### config.mk
export PLATFORM = sky130hd
export DESIGN_NAME = wb_burst_master
export DESIGN_NICKNAME = d
export VERILOG_FILES = /design/src/rtl/wb_master_pkg.sv /design/src/rtl/sync_fifo.sv /design/src/rtl/wb_burst_master.sv
export SDC_FILE = /design/constraint.sdc
export NUM_CORES = 1
export LEC_CHECK = 0
export CAP_MARGIN = 10
export CORE_MARGIN = 5
export CORE_UTILIZATION = 45
export CTS_CLUSTER_DIAMETER = 60
export DETAILED_ROUTE_END_ITERATION = 8
export GPL_TIMING_DRIVEN = 0
export PLACE_DENSITY = 0.82
export SYNTH_ARGS = -nofsm -noshare
export SYNTH_HDL_FRONTEND = slang
export SYNTH_SLANG_ARGS = --single-unit
### constraint.sdc
create_clock -name wb_clk_i -period 4.5 [get_ports wb_clk_i]
set_input_delay 0.675 -clock wb_clk_i [delete_from_list [all_inputs] [get_ports wb_clk_i]]
set_output_delay 0.675 -clock wb_clk_i [all_outputs]
set_load 0.01 [all_outputs]
### src/rtl/wb_master_pkg.sv
// rtl/wb_master_pkg.sv - shared types and constants for the Wishbone burst master
package wb_master_pkg;

    typedef enum logic [2:0] {
        IDLE   = 3'd0,
        WFETCH = 3'd1,
        RSPACE = 3'd2,
        REQ    = 3'd3,
        DONE   = 3'd4
    } state_t;

    localparam logic [31:0] ADDR_STEP     = 32'd4;
    localparam logic [3:0]  SEL_ALL       = 4'hF;
    localparam logic [31:0] USER_MEM_BASE = 32'h3800_0000;

    function automatic logic [31:0] word_align(input logic [31:0] addr);
        return {addr[31:2], 2'b00};
    endfunction

endpackage

### src/rtl/sync_fifo.sv
// rtl/sync_fifo.sv - synchronous FIFO with occupancy count, push+pop allowed when full
module sync_fifo #(
    parameter int WIDTH = 32,
    parameter int DEPTH = 4,
    localparam int AW = $clog2(DEPTH)
) (
    input  logic             clk,
    input  logic             rst,
    input  logic             push,
    input  logic [WIDTH-1:0] push_data,
    input  logic             pop,
    output logic [WIDTH-1:0] pop_data,
    output logic [AW:0]      count
);

    localparam logic [AW:0] FULL_COUNT = (AW + 1)'(DEPTH);

    logic [WIDTH-1:0] mem [DEPTH];
    logic [AW-1:0]    wr_ptr;
    logic [AW-1:0]    rd_ptr;
    logic             do_push;
    logic             do_pop;

    // A pop in the same cycle frees the slot a full-FIFO push needs.
    assign do_pop   = pop && (count != '0);
    assign do_push  = push && ((count != FULL_COUNT) || do_pop);
    assign pop_data = mem[rd_ptr];

    always_ff @(posedge clk or posedge rst) begin
        if (rst) begin
            wr_ptr <= '0;
            rd_ptr <= '0;
            count  <= '0;
        end else begin
            if (do_push) wr_ptr <= wr_ptr + 1'b1;
            if (do_pop)  rd_ptr <= rd_ptr + 1'b1;
            case ({do_push, do_pop})
                2'b10:   count <= count + 1'b1;
                2'b01:   count <= count - 1'b1;
                default: count <= count;
            endcase
        end
    end

    always_ff @(posedge clk) begin
        if (do_push) mem[wr_ptr] <= push_data;
    end

endmodule

### src/rtl/wb_burst_master.sv
// rtl/wb_burst_master.sv - block-transfer Wishbone initiator, one single-word access at a time
module wb_burst_master
    import wb_master_pkg::*;
#(
    parameter int LEN_W      = 8,
    parameter int FIFO_DEPTH = 4,
    parameter int TIMEOUT    = 64
) (
    input  logic             wb_clk_i,
    input  logic             wb_rst_i,
    input  logic             cmd_valid,
    output logic             cmd_ready,
    input  logic             cmd_we,
    input  logic [31:0]      cmd_addr,
    input  logic [LEN_W-1:0] cmd_len,
    input  logic             wr_valid,
    output logic             wr_ready,
    input  logic [31:0]      wr_data,
    output logic             rd_valid,
    input  logic             rd_ready,
    output logic [31:0]      rd_data,
    output logic             done,
    output logic             err,
    output logic             wb_valid,
    output logic             wbs_we_i,
    output logic [3:0]       wbs_sel_i,
    output logic [31:0]      wbs_dat_i,
    output logic [31:0]      wbs_adr_i,
    input  logic             wbs_ack_o,
    input  logic [31:0]      wbs_dat_o
);

    localparam int FCW = $clog2(FIFO_DEPTH) + 1;
    localparam int TW  = $clog2(TIMEOUT);
    localparam logic [FCW-1:0] FIFO_FULL = FCW'(FIFO_DEPTH);
    localparam logic [TW-1:0]  TO_LAST   = TW'(TIMEOUT - 1);

    state_t           state;
    state_t           next_state;
    logic [LEN_W-1:0] remaining;
    logic [TW-1:0]    tcnt;
    logic [FCW-1:0]   fifo_count;
    logic             fifo_push;
    logic             fifo_pop;
    logic             ack;
    logic             room;
    logic             timeout_hit;

    assign wbs_sel_i = SEL_ALL;
    assign ack       = wbs_ack_o && wb_valid;
    assign rd_valid  = (fifo_count != '0);
    assign fifo_pop  = rd_valid && rd_ready;
    assign room      = (fifo_count < FIFO_FULL) || fifo_pop;

    always_comb begin
        next_state  = state;
        cmd_ready   = 1'b0;
        wr_ready    = 1'b0;
        fifo_push   = 1'b0;
        timeout_hit = 1'b0;
        case (state)
            IDLE: begin
                cmd_ready = 1'b1;
                if (cmd_valid) begin
                    if (cmd_len == '0) next_state = DONE;
                    else if (cmd_we)   next_state = WFETCH;
                    else               next_state = RSPACE;
                end
            end
            WFETCH: begin
                wr_ready = 1'b1;
                if (wr_valid) next_state = REQ;
            end
            RSPACE: begin
                if (room) next_state = REQ;
            end
            REQ: begin
                // An ack on the threshold cycle completes normally.
                if (ack) begin
                    fifo_push = !wbs_we_i;
                    if (remaining == LEN_W'(1)) next_state = DONE;
                    else if (wbs_we_i)          next_state = WFETCH;
                    else                        next_state = RSPACE;
                end else if (tcnt == TO_LAST) begin
                    timeout_hit = 1'b1;
                    next_state  = DONE;
                end
            end
            DONE:    next_state = IDLE;
            default: next_state = IDLE;
        endcase
    end

    always_ff @(posedge wb_clk_i or posedge wb_rst_i) begin
        if (wb_rst_i) begin
            state     <= IDLE;
            wb_valid  <= 1'b0;
            wbs_we_i  <= 1'b0;
            wbs_adr_i <= '0;
            wbs_dat_i <= '0;
            remaining <= '0;
            tcnt      <= '0;
            err       <= 1'b0;
            done      <= 1'b0;
        end else begin
            state    <= next_state;
            wb_valid <= (next_state == REQ);
            done     <= (next_state == DONE);
            tcnt     <= (state == REQ && !ack && !timeout_hit) ? tcnt + 1'b1 : '0;

            if (state == IDLE && cmd_valid) begin
                wbs_adr_i <= word_align(cmd_addr);
                wbs_we_i  <= cmd_we;
                remaining <= cmd_len;
                err       <= 1'b0;
            end
            if (state == WFETCH && wr_valid) wbs_dat_i <= wr_data;
            if (state == REQ && ack) begin
                wbs_adr_i <= wbs_adr_i + ADDR_STEP;
                remaining <= remaining - 1'b1;
            end
            if (timeout_hit) err <= 1'b1;
        end
    end

    sync_fifo #(
        .WIDTH (32),
        .DEPTH (FIFO_DEPTH)
    ) u_rd_fifo (
        .clk       (wb_clk_i),
        .rst       (wb_rst_i),
        .push      (fifo_push),
        .push_data (wbs_dat_o),
        .pop       (fifo_pop),
        .pop_data  (rd_data),
        .count     (fifo_count)
    );

endmodule
# After elaboration in Yosys (flattened, before gate mapping)
# Memory sizes are Yosys's and may differ from the RTL's.
# Cells that the tools add are included.
[word_totals] ramBits=128 regBits=92 output_inout_bits=107 mem_count=1 elab_cells=78 inputBits=111
[mem_list] name="u_rd_fifo.mem" depth=4 word_bits=32 rd=1 rd_ports_with_merged_regs=0 wr=1 line_no="sync_fifo.sv:18" source="logic [WIDTH-1:0] mem [DEPTH];"
[classes] reduce_logical=20 n_lt_le_gt_ge=1 eq_ne=10 n_mux=27 n_addsub=7
[ops] op="2-to-1 mux 32 bit" count=2
[ops] op="adder 32 x 3 -> 32 bit (second input constant)" count=1
[ops] op="2-to-1 mux 3 bit" count=7
[ops] op="2-to-1 mux 8 bit" count=2
[ops] op="one-hot mux 3 bit (4 select lines)" count=1
[ops] op="2-to-1 mux 1 bit" count=11
[ops] op="== test 3 x 2 -> 1 bit (second input constant)" count=3
[ops] op="logical AND 1 bit" count=9
[ops] op="== test 8 x 1 -> 1 bit (second input constant)" count=1
[ops] op="zero test 8 bit" count=1
[ops] op="subtractor 8 x 1 -> 8 bit (second input constant)" count=1
[ops] op="adder 6 x 1 -> 6 bit (second input constant)" count=1
[ops] op="== test 6 bit (second input constant)" count=1
[ops] op="2-to-1 mux 6 bit" count=1
[ops] op="one-hot mux 3 bit (2 select lines)" count=1
[ops] op="nonzero test 2 bit" count=3
[ops] op="adder 2 x 1 -> 2 bit (second input constant)" count=2
[ops] op="2-to-1 mux 2 bit" count=2
[ops] op="adder 3 x 1 -> 3 bit (second input constant)" count=1
[ops] op="== test 3 x 1 -> 1 bit (second input constant)" count=1
[ops] op="== test 3 bit (second input constant)" count=1
[ops] op="zero test 1 bit" count=3
[ops] op="zero test 3 bit" count=1
[ops] op="less-than comparator 3 bit (second input constant)" count=1
[ops] op="6 further kinds" count=7

# Logic depth before layout (Yosys ltp)
[depth] depth_word=7 mapped_depth=8 depth_no_buf=8

# Hierarchy
# From an unflattened synthesis, not the netlist that was laid out.
[hier_totals] hier_cells=625 hier_area_um2=9242.6
[modules_own_cells] mod="sync_fifo" cells_each=221 seq_area_each_um2=4018.9 area_per_inst_um2=5117.4 instances=1
[modules_own_cells] mod="wb_burst_master" cells_each=404 seq_area_each_um2=2077.0 area_per_inst_um2=4125.2 instances=1

# Worst setup path before layout
# No wires, ideal clock.
[synth_path] kind="in2reg" startpoint="in wbs_ack_o" endpoint="mem u_rd_fifo.mem[0][0] (enable)" arrival_time_ns=2.293 n_path_buf=0 setup_ns=0.392 required_time_ns=4.108 path_slack_ns=1.815 path_stages=4 path_cell_list="nand2_1 > nor3_4 > o31a_1 > and2_1"
[synth_via] elab_chain_len=6
[synth_rtl] element="start: declaration" line_no="wb_burst_master.sv:29" source="input logic wbs_ack_o,"
[synth_rtl] element="logical AND 1 bit" line_no="wb_burst_master.sv:50" source="assign ack = wbs_ack_o && wb_valid;"
[synth_rtl] element="2-to-1 mux 1 bit" line_no="wb_burst_master.sv:79" source="if (ack) begin"
[synth_rtl] element="2-to-1 mux 1 bit" line_no="wb_burst_master.sv:61" source="case (state)"
[synth_rtl] element="logical AND 1 bit" line_no="sync_fifo.sv:26" source="assign do_push = push && ((count != FULL_COUNT) || do_pop);"
[synth_rtl] element="2-to-1 mux 1 bit" line_no="sync_fifo.sv:46" source="if (do_push) mem[wr_ptr] <= push_data;"
[synth_rtl] element="2-to-1 mux 1 bit (not written as such)" line_no="sync_fifo.sv:46"
[synth_rtl] element="end: declaration" line_no="sync_fifo.sv:18"
# No other way between the ends.

# Final worst setup path
[layout_path] startpoint="reg u_rd_fifo.rd_ptr[0]" endpoint="out rd_data[24]"
[layout_via] elab_chain_len=1
[layout_rtl] element="start: declaration" line_no="sync_fifo.sv:20" source="logic [AW-1:0] rd_ptr;"
[layout_rtl] element="start signal: assignment" line_no="sync_fifo.sv:36" source="if (do_pop) rd_ptr <= rd_ptr + 1'b1;"
[layout_rtl] element="memory (4 x 32 bit)"
[layout_rtl] element="end: declaration" line_no="wb_burst_master.sv:21" source="output logic [31:0] rd_data,"
# No other way between the ends.

==> flow_metrics.py <==
metrics = {
    "run_status": {
        "outcome": "completed",
    },
    "yosys": {
        "yosys.area_share.adder": 0.01322,
        "synth_top_family_by_area": "multiplexers",
        "ys_seq_elements": 218,
        "ys_seq_area_frac": 0.6712,
        "postSynth.asyncResetShare": 0.4128,
        "synthXorXnorAreaFrac": 0.009643,
        "ys_warn_count": 0,
        "synth-main-ff-cell": "edfxtp_1",
        "syn_avg_cell_area_um2": 15.19,
        "synth_compound_area_frac": 0.05882,
        "synthMuxAreaShare": 0.1269,
        "syn_inst": 598,
        "synth.distinct_cells": 55,
        "synth_edf_count": 128,
        "synthesis.area_mm2": 0.009082,
        "synthSimpleGateAreaFrac": 0.1000,
    },
    "worst_setup_path": {
        "rrSetupSlack_ns": 1.86,
        "cp.required_ns": 3.83,
        "cp.buffers_inverters": 3,
        "worstPathCellList": "clkbuf_1 -> buf_2 -> mux4_2 -> clkdlybuf4s50_1",
        "worstPathArrival_ns": 2.75,
        "endpoint_kind": "output pin",
        "slowest_delay_ns": 0.58,
        "reg2reg_to": "u_rd_fifo.mem[0][18]",
        "critical_path_peak_fanout": 10,
        "r2r-start": "state[2]",
        "cp_slowest_cell": "mux4_2",
        "cpLargestDelayFamily": "buffers and inverters",
        "critPathKind": "flip-flop to output pin",
        "cp-start-kind": "flip-flop",
        "r2r_cells": 4,
    },
    "global_routing": {
        "grt_max_degree": 70,
        "grt.total_usage": 0.1867,
        "grt_pass1_wl_um": 35030,
        "antenna_found_initial": 0,
        "grt_pass1_vias": 6276,
        "gr-total-overflow": 0,
    },
    "final_layout": {
        "fin_nets": 960,
        "multi_input_area_mm2": 0.002830,
        "fillers": 1529,
        "final_area_mm2": 0.01247,
        "seqCellArea_mm2": 0.006096,
        "antenna_cells": 0,
        "utilization": 0.6225,
        "drive_above_1_share": 0.1651,
        "layout_common_cells": "clkdlybuf4s50_1, edfxtp_1, dfrtp_1, nand2_1, nor2_1",
        "final_common_cell": "clkdlybuf4s50_1",
        "area_delta_synth_final_pct": 37.35,
    },
    "die": {
        "ioPinCount": 218,
        "core-area_mm2": 0.02004,
        "rows": 52,
        "start_util": 0.4532,
        "die_x_um": 152.1,
        "die_h_um": 152.1,
        "fp.dieArea_mm2": 0.02312,
    },
    "timing": {
        "finalSetupViolations": 0,
        "clock_skew_ns": 0.02176,
        "min_period_ns": 3.425,
        "period_share": 0.7612,
        "fmaxAchievable_mhz": 291.9,
        "slew_violations": 0,
        "worst_pin_slew_ns": 0.9010,
        "rsz0062_at_grt": "no",
        "hold_viol": 0,
        "max-slew-margin-rel": 0.3994,
    },
    "clock_tree": {
        "cts_tree": "built",
        "clock_latency_ns": 0.51,
        "clock-sinks": 218,
        "clock-root-buffer": "clkbuf_16",
        "cts_buffer_depth": 3,
        "htreeDepth": 1,
        "cts_resized": 0,
        "numCtsBuffers": 26,
        "cts_hold_buffers": 0,
        "cts_setup_buffers": 0,
        "path_clk_slew_ns": 0.06,
    },
    "route": {
        "routed_wirelength_um": 21850,
        "ant_nets": 0,
        "vias": 6060,
        "drtIter0Drc": 349,
        "drc_errors": 0,
        "post_drt_wl_per_cell_um": 19.34,
        "avgViaCountPerCell": 5.363,
        "first_pass_iters": 5,
    },
    "hold_path": {
        "hold_class": "flip-flop to flip-flop",
        "whs_endpoint": "tcnt[0]",
        "hold_depth": 1,
        "hold_start": "tcnt[0]",
    },
    "placed_design": {
        "place_area_mm2": 0.01156,
        "hpwl_um": 14560,
        "portBuffers": 209,
        "gp_congestion": 0.8476,
    },
    "flow_run": {
        "maxCapViolCount": 0,
    },
    "power": {
        "irDropWorstVdd_uv": 379.4,
        "report.power.total_mw": 7.854,
        "p_per_area_mw_per_mm2": 629.6,
        "power_leakage_nw": 4.601,
    },
}
-- registers in the layout, indices dropped and copies added, names as in the netlist, 2 cells and up --
signal / count
u_rd_fifo.wr_ptr: 2
wbs_dat_i: 32
u_rd_fifo.mem: 128
u_rd_fifo.count: 3
u_rd_fifo.rd_ptr: 2
state: 3
wbs_adr_i: 30
tcnt: 6
remaining: 8
-- final cells by class --
class,count,area share
plain buffers,26,0.01083
flip-flops and latches,218,0.4887
well taps,270,0.02708
repair buffers,210,0.1699
clock buffers,30,0.05587
clock inverters,18,0.01725
inverters,11,0.003511
multi-input cells,347,0.2269
-- Yosys cell counts, drive strengths merged (3+ instances only) --
library cell  count  area [um^2]
a31oi             3        18.77
a211oi            5        37.54
and2              7        43.79
dfrtp            90         2252
and3              9        56.30
o21ai            10        50.05
nor4              4        55.05
mux2             33        371.6
mux2i             6        60.06
inv              11        41.29
nand2b            5        31.28
clkbuf            8        30.03
o311ai            5        43.79
a221o             4        40.04
nand2            54        202.7
nand3            25        147.7
buf              18        105.1
xnor2             8        70.07
mux4             32        720.7
nor3              9        56.31
o22ai             7        43.79
edfxtp          128         3844
or3               5        31.28
a311oi            3        26.28
nor2             40        152.6
a21oi            11        55.05
ha                8        100.1
nand4            12        75.07
o211ai           12        90.09
-- logic make-up after synthesis --
group | after synthesis
DFF | 218
and+or+nand+nor | 176
AOI/OAI and AO/OA | 75
muxes | 71
buffers and inverters | 37
xor gates and xnor gates | 10
adders and majority gates | 9
other | 2
-- per-layer routing --
layer	GRT usage	routed length, um	up-vias
li1	-	-	2789
met1	0.2541	9379	2961
met2	0.2970	10280	279
met3	0.05745	1853	31
met4	0.04623	340	0
met5	0	0	-
-- worst max-delay path by stage --
stage                             start                  end  slack [ns]  depth (start not counted)
finish              u_rd_fifo.rd_ptr[0]          rd_data[24]        1.07                          4
global route        u_rd_fifo.rd_ptr[0]          rd_data[22]        0.84                          4
CTS                 u_rd_fifo.rd_ptr[0]          rd_data[24]        0.95                          4
detailed placement            wbs_ack_o  u_rd_fifo.mem[2][9]        1.01                          5
global placement               wb_rst_i        wbs_adr_i[24]       -0.07                          2
floorplan                      wb_rst_i                 done        1.49                          1
-- worst register-to-register path: cells and delay by family, from the launching register on --
family | cells | cell delay, ns
and+or+nand+nor | 3 | 1.42
DFF | 1 | 0.44
AOI/OAI and AO/OA | 1 | 0.38
-- power breakdown --
part	internal [mW]	leakage, nW	switching, mW
combinational	1.54	1.93	1.24
sequential	2.54	2.24	0.362
clock	1.35	0.435	0.822
-- stage by stage --
stage	std cells	setup TNS, ns	setup slack (ns)	hold slack, ns
after detailed placement	1082	0	1.009	0.4590
final	1130	0	1.075	0.4653
after floorplan	602	0	1.490	0.4331
after CTS	1130	0	0.9545	0.4665
after global routing	1130	0	0.8366	0.4949
after global placement	1081	-5.496	-0.07168	0.4568
Note: power is estimated with default switching activity, not from simulation.
